<file path="config.mk">
export PLATFORM = sky130hd
export DESIGN_NAME = bram_noc_ep
export DESIGN_NICKNAME = d
export VERILOG_FILES = /design/src/rtl/bram_noc_ep.sv
export SDC_FILE = /design/constraint.sdc
export NUM_CORES = 1
export LEC_CHECK = 0
export ABC_AREA = 0
export CAP_MARGIN = 20
export CORE_ASPECT_RATIO = 1.2
export CORE_UTILIZATION = 25
export CTS_CLUSTER_SIZE = 16
export DETAILED_ROUTE_END_ITERATION = 16
export PLACE_DENSITY = 0.59
export SYNTH_ARGS = -nofsm -noshare
export SYNTH_HDL_FRONTEND = slang
export SYNTH_SLANG_ARGS = --single-unit
export TNS_END_PERCENT = 5
</file>
<file path="constraint.sdc">
create_clock -name clk -period 3.1 [get_ports clk]
set_input_delay 0.62 -clock clk [delete_from_list [all_inputs] [get_ports clk]]
set_output_delay 0.62 -clock clk [all_outputs]
set_load 0.02 [all_outputs]
</file>
<file path="src/rtl/bram_noc_ep.sv">
// NoC endpoint owning one BRAM port: runs read/write bursts in order and returns
// read data or a write ack through a 2-entry response buffer.
module bram_noc_ep #(
   parameter int DATASIZE  = 32,
   parameter int ADDRWIDTH = 10,
   parameter int LENWIDTH  = 8,
   parameter int NODEWIDTH = 4
) (
   input  logic                 clk,
   input  logic                 rst_n,
   input  logic                 req_valid,
   output logic                 req_ready,
   input  logic                 req_wr,
   input  logic [NODEWIDTH-1:0] req_src,
   input  logic [ADDRWIDTH-1:0] req_addr,
   input  logic [LENWIDTH-1:0]  req_len,
   input  logic [DATASIZE-1:0]  req_data,
   output logic                 bram_we,
   output logic [ADDRWIDTH-1:0] bram_addr,
   output logic [DATASIZE-1:0]  bram_di,
   input  logic [DATASIZE-1:0]  bram_do,
   output logic                 rsp_valid,
   input  logic                 rsp_ready,
   output logic [NODEWIDTH-1:0] rsp_dst,
   output logic [DATASIZE-1:0]  rsp_data,
   output logic                 rsp_ack,
   output logic                 rsp_last
);

   typedef enum logic [1:0] {IDLE, WRITE, READ, DRAIN} state_t;

   typedef struct packed {
      logic [DATASIZE-1:0] data;
      logic                ack;
      logic                last;
   } entry_t;

   state_t               state_q, state_d;
   logic [ADDRWIDTH-1:0] addr_q, addr_d;
   logic [LENWIDTH-1:0]  cnt_q, cnt_d;
   logic [NODEWIDTH-1:0] src_q, src_d;
   logic                 inflight_q, inflight_d;
   logic                 inlast_q, inlast_d;

   entry_t               rbuf [2];
   logic                 wptr_q, rptr_q;
   logic [1:0]           occ_q;

   logic                 push, pop, can_issue, ready_int, we_int;
   entry_t               push_entry, head;

   assign pop = rsp_valid & rsp_ready;
   // A word in flight already owns a buffer slot, so count it before issuing another.
   assign can_issue = ({1'b0, occ_q} + {2'b00, inflight_q}) < (3'd2 + {2'b00, pop});

   // NOTE: every variable gets a default first so no path leaves one unassigned (no latches).
   always_comb begin
      state_d    = state_q;
      addr_d     = addr_q;
      cnt_d      = cnt_q;
      src_d      = src_q;
      inflight_d = 1'b0;
      inlast_d   = inlast_q;
      ready_int  = 1'b0;
      we_int     = 1'b0;
      push       = 1'b0;
      push_entry = '0;

      if (inflight_q) begin
         push            = 1'b1;
         push_entry.data = bram_do;
         push_entry.last = inlast_q;
      end

      case (state_q)
         IDLE: begin
            ready_int = (occ_q == 2'd0) && !inflight_q;
            if (req_valid && ready_int) begin
               addr_d  = req_addr;
               cnt_d   = req_len;
               src_d   = req_src;
               state_d = req_wr ? WRITE : READ;
            end
         end
         WRITE: begin
            ready_int = 1'b1;
            if (req_valid) begin
               we_int = 1'b1;
               addr_d = addr_q + ADDRWIDTH'(1);
               cnt_d  = cnt_q - LENWIDTH'(1);
               if (cnt_q == '0) begin
                  push            = 1'b1;
                  push_entry.ack  = 1'b1;
                  push_entry.last = 1'b1;
                  state_d         = DRAIN;
               end
            end
         end
         READ: begin
            if (can_issue) begin
               inflight_d = 1'b1;
               inlast_d   = (cnt_q == '0);
               addr_d     = addr_q + ADDRWIDTH'(1);
               cnt_d      = cnt_q - LENWIDTH'(1);
               if (cnt_q == '0) state_d = DRAIN;
            end
         end
         DRAIN: begin
            if (occ_q == 2'd0 && !inflight_q) state_d = IDLE;
         end
         default: state_d = IDLE;
      endcase
   end

   // NOTE: sequential state uses non-blocking assignments so all registers update together.
   always_ff @(posedge clk) begin
      if (!rst_n) begin
         state_q    <= IDLE;
         addr_q     <= '0;
         cnt_q      <= '0;
         src_q      <= '0;
         inflight_q <= 1'b0;
         inlast_q   <= 1'b0;
         wptr_q     <= 1'b0;
         rptr_q     <= 1'b0;
         occ_q      <= 2'd0;
      end else begin
         state_q    <= state_d;
         addr_q     <= addr_d;
         cnt_q      <= cnt_d;
         src_q      <= src_d;
         inflight_q <= inflight_d;
         inlast_q   <= inlast_d;
         if (push) wptr_q <= ~wptr_q;
         if (pop)  rptr_q <= ~rptr_q;
         occ_q <= occ_q + 2'(push) - 2'(pop);
      end
   end

   // NOTE: buffer storage is not reset; occupancy alone decides what is visible.
   always_ff @(posedge clk) begin
      if (push) rbuf[wptr_q] <= push_entry;
   end

   assign req_ready = rst_n & ready_int;
   assign bram_we   = rst_n & we_int;
   assign bram_addr = rst_n ? addr_q : '0;
   assign bram_di   = req_data;
   assign rsp_valid = rst_n & (occ_q != 2'd0);
   assign head      = rsp_valid ? rbuf[rptr_q] : '0;
   assign rsp_data  = head.data;
   assign rsp_ack   = head.ack;
   assign rsp_last  = head.last;
   assign rsp_dst   = rsp_valid ? src_q : '0;

endmodule

</file>
# --- Word level (Yosys, flattened, before mapping) ---
# Memory sizes are Yosys's and may differ from the RTL's. A register that Yosys moved wholly into a read port is not among the register bits.
# Index checks and enable logic that the tools add are counted.
op_classes:
  add_sub_neg: 6
  multipliers: 0
  div: 0
  magnitude_cmp: 1
  n_eq_ne: 7
  shift: 0
  mux: 35
  bitwise_logic: 6
  n_reduce_logical: 13
ops:
  columns: ["cell", "count"]
  rows:
  - ["$mux 10", 4]
  - ["$mux 34", 1]
  - ["$mux 32", 1]
  - ["$pmux 10 s3", 1]
  - ["$mux 8", 3]
  - ["$pmux 8 s3", 1]
  - ["$mux 2", 9]
  - ["$mux 1", 12]
  - ["$add 10x1->10 const B", 1]
  - ["$logic_not 8->1", 1]
  - ["$ne 2x2->1 const B", 4]
  - ["$pmux 2 s4", 1]
  - ["$reduce_and 4->1", 2]
  - ["$sub 8x1->8 const B", 1]
  - ["$reduce_and 2->1", 3]
  - ["$and 1x1->1", 4]
  - ["$eq 2x2->1 const B", 2]
  - ["$logic_not 2->1", 2]
  - ["$mux 4", 1]
  - ["$add 2x1->3", 1]
  - ["$add 2x1->3 const A", 1]
  - ["$lt 3x3->1", 1]
  - ["$reduce_bool 3->1", 1]
  - ["$add 2x1->2", 1]
  - ["7 further kinds", 9]
word_totals:
  register_bits: 30
  latchBits: 0
  mem_bits_rw: 68
  rom_bits: 0
  inputBits: 91
  out_inout_bits: 83
  wordCells: 78
  mem_count: 1
memory_table:
  columns: ["name", "words", "width", "rd", "rd_ports_with_merged_regs", "write_ports", "line", "rtl"]
  rows:
  - ["rbuf", 2, 34, 1, 1, 1, "45", "entry_t rbuf [2];"]

# --- Logic depth before layout (Yosys ltp) ---
depth:
  depth_word: 7
  depth_mapped: 11

# --- Worst setup path after synthesis ---
# Ideal clock, no wire load.
synth_path:
  kind: "flip-flop to flip-flop"
  startpoint: "register cnt_q[0]"
  endpoint: "memory rbuf[1][0] (netlist bit), enable pin"
  setup_time_ps: 431
  t_arrival_ps: 2755
  setup_slack_ps: -86
  path_stages_with_launch: 6
  period_less_slack_ps: 3186
  path_cell_list: "dfxtp_1 inv_1 ha_1 nor4b_1 a41oi_1 nor2b_1"
synth_between:
  elab_chain_cells: 6
synth_rtl:
  columns: ["element", "line", "rtl"]
  rows:
  - ["from (decl)", "40", "logic [LENWIDTH-1:0] cnt_q, cnt_d;"]
  - ["from (signal assigned)", "130", "cnt_q <= cnt_d;"]
  - ["$logic_not 8->1", "91", "if (cnt_q == '0) begin"]
  - ["$mux 1", "91", null]
  - ["$mux 1", "87", "if (req_valid) begin"]
  - ["$mux 1", "75", "case (state_q)"]
  - ["$mux 1", "142", "if (push) rbuf[wptr_q] <= push_entry;"]
  - ["$mux 1 (not written as such)", "142", null]
  - ["to (decl)", "45", null]
# No other way between the ends.

# --- Final worst setup path ---
layout_path:
  startpoint: "input rst_n"
  endpoint: "output rsp_data[28]"
layout_between:
  elab_chain_cells: 2
layout_rtl:
  columns: ["element", "line", "rtl"]
  rows:
  - ["from (decl)", "10", "input logic rst_n,"]
  - ["$and 1x1->1", "149", "assign rsp_valid = rst_n & (occ_q != 2'd0);"]
  - ["$mux 34", "150", "assign head = rsp_valid ? rbuf[rptr_q] : '0;"]
  - ["to (decl)", "25", "output logic [DATASIZE-1:0] rsp_data,"]
# No other way between the ends.

==> reports/results.ini <==
[cts]
cts-buffers-inserted=9
postCtsHoldBufs=0
htreeDepth=3
cts.path.max_buffers=2
cts_setup_buffers=0
cts_tree=done
root_buffer=clkbuf_16
worstSkewPairLatency_ns=0.35
clkSinkCount=99
ctsResizeCount=0
clk_pin_slew_ns=0.07

[route]
first_iter_violations=195
totalWireLength_mm=12.4
via_per_inst=4.65
ant_nets=0
wl_per_cell_um=15.7
remaining_drc_errors=0
first_pass_iters=4
num_vias=3685

[power_and_ir_drop]
power_leakage_nw=2.30
ir_worst_vdd_v=0.000307
power_density_nw_per_um2=838

[timing]
hold_viol_final=0
worst_pin_slew_ns=0.493
setup_ws_ns=0.183
finClkSkew_ns=0.00718
tns_ns=0
period_share_pct=94.1
slew_viol_final=0
setup_viol=0
fmax_mhz=343
min_period_ns=2.92
relSlewSlack_pct=67.0
rsz0062_at_grt=false

[yosys]
yosys-top-cells-area=edfxtp_1, dfxtp_1, mux2i_1, and2_1, buf_4
synth_top_cell_area_share_pct=40.4
postSynthCellCount=452
yosys_warnings=0
ys_ff_latch=99
yosysSeqAreaShare_pct=52.7
yosysUniqueCellTypes=58
netlist_area_um2=5050
synth_nets=554
async_reset_ff_share_pct=0
synth_ff_type=edfxtp_1
syn_avg_cell_area_um2=11.2
synth.largest_area_cell=edfxtp_1
synth_edf_count=68

[global_route]
top_usage_layer=met2
use_met2_pct=22.3
grt-ovfl-total=0
grt_use_total_pct=12.3
grt_max_degree=35
grt_pass1_wl_mm=20.0
grt_pass1_vias=3821
met3_usage_pct=3.07
antenna_found_initial=0
met1_usage_pct=14.1

[cells_and_area]
layout_commonest_cell=clkdlybuf4s50_1
final_cell_mix=clkdlybuf4s50_1, edfxtp_1, and2_1
insertedDiodeCount=0
num-nets-final=629
synthToLayoutAreaGrowth_pct=30.7
fin_area_um2=6600
ff_latch_area_um2=2660
nFillCells=1981
final_core_util_pct=33.5
multiInputGateArea_um2=1990
drive_gt1_share_pct=8.83

[place]
portBuffers=109
pre_cts_ws_ns=0.155
postPlaceCellArea_um2=6270
gp_routability_congestion=0.778
dpl.hpwl_mm=8.55

[floorplan]
dieArea_um2=20800
die_w_um=132
dieHeight_um=158
start_util_pct=25.7
core_area_um2=19700
io_pins=174
rows=56

[critical_path]
critPathLaunchType=input port
crit_fanout=34
crit_path_frequent_cell=clkdlybuf4s50_1
critPathMaxStageDelay_ns=0.64
cpMaxStageDelayCell=clkdlybuf4s50_1
critPathRequiredTime_ns=2.48
crit_type=input port to output pin
worstPathArrival_ns=2.30
worstRegToRegCells=11
r2r-start=cnt_q[0]
crit_chain=clkdlybuf4s50_1 > o21ai_4 > buf_12 > nor2_1 > clkdlybuf4s50_1
end_kind=output pin
crit_start=rst_n

[flow_run]
drv_cap=0

[worst_hold_path]
hp-class=flip-flop to flip-flop
hold_path_startpoint=src_q[0]
worstHoldPathCells=2

[status]
status=completed

-- cell families after synthesis --
kind of cell | count (synthesis) | share of synthesized area, %
compound gates | 70 | 11.3
xor+xnor | 3 | 0.520
fa+ha+maj | 11 | 2.72
buf+inv | 72 | 8.42
flops | 99 | 52.7
mux | 41 | 8.12
simple gates | 156 | 16.2
-- final cells by class --
type	instances	share of cell area, %
flip-flops and latches	99	40.3
multi-input cells	281	30.1
repair buffers	124	18.8
well taps	261	4.95
clock buffers	10	3.62
clock inverters	6	1.46
inverters	12	0.682
-- worst paths after layout --
check	to	slack [ns]
max	rsp_data[28]	0.18
min	src_q[0]	0.49
max reg2reg	occ_q[1]	0.66
min reg2reg	src_q[0]	0.49
-- state kept, by name (all words and copies together) (netlist names), named ones only --
register,cells
wptr_q,1
rbuf,68
cnt_q,8
state_q,2
rptr_q,1
inflight_q,1
addr_q,10
src_q,4
occ_q,2
inlast_q,1
-- metal layers --
layer | share of wire [%] | routed length [µm]
met3 | 5.4 | 666
met4 | 1.3 | 157
met1 | 43 | 5330
met2 | 50 | 6260
met5 | 0 | 0
-- cell usage after synthesis (2+ instances only) --
master and count:
nor4b_1 2, nor3_1 9, edfxtp_1 68, and2_1 51, o2bb2ai_1 5, ha_1 11
a21oi_1 8, xnor2_1 2, buf_1 3, o32ai_1 2, o21ai_0 7, nand2_1 11
inv_1 11, a31o_2 2, clkbuf_1 14, and3_1 5, buf_2 7, nand3_1 9
buf_4 33, a32oi_1 2, a32o_1 3, buf_6 3, nor2b_1 5, o31ai_1 10
dfxtp_1 31, nand2b_1 2, o211ai_1 2, and4_1 2, or3_1 3, o311ai_1 4
nor2_1 50, a31oi_1 6, a211oi_1 4, mux2i_1 41
-- power by group --
group          leakage [nW]  switching, mW  internal [mW]
combinational          1.25           1.35           1.04
clock                 0.161          0.506          0.739
sequential            0.886          0.201           1.70
total                  2.30           2.06           3.47
-- stage by stage --
stage / power (mW) / hold WS, ns / cells
CTS: 5.60 / 0.505 / 793
global placement: 4.24 / 0.478 / 777
finish: 5.53 / 0.494 / 793
global route: 5.90 / 0.529 / 793
floorplan: 3.55 / 0.455 / 452
detailed placement: 4.32 / 0.490 / 777
-- worst max-delay path: cells and delay by family --
family	cells	cell delay, ns
buf+inv	3	1.41
compound gates	1	0.13
simple gates	1	0.12
No activity file was read; power rests on OpenSTA's default activity.
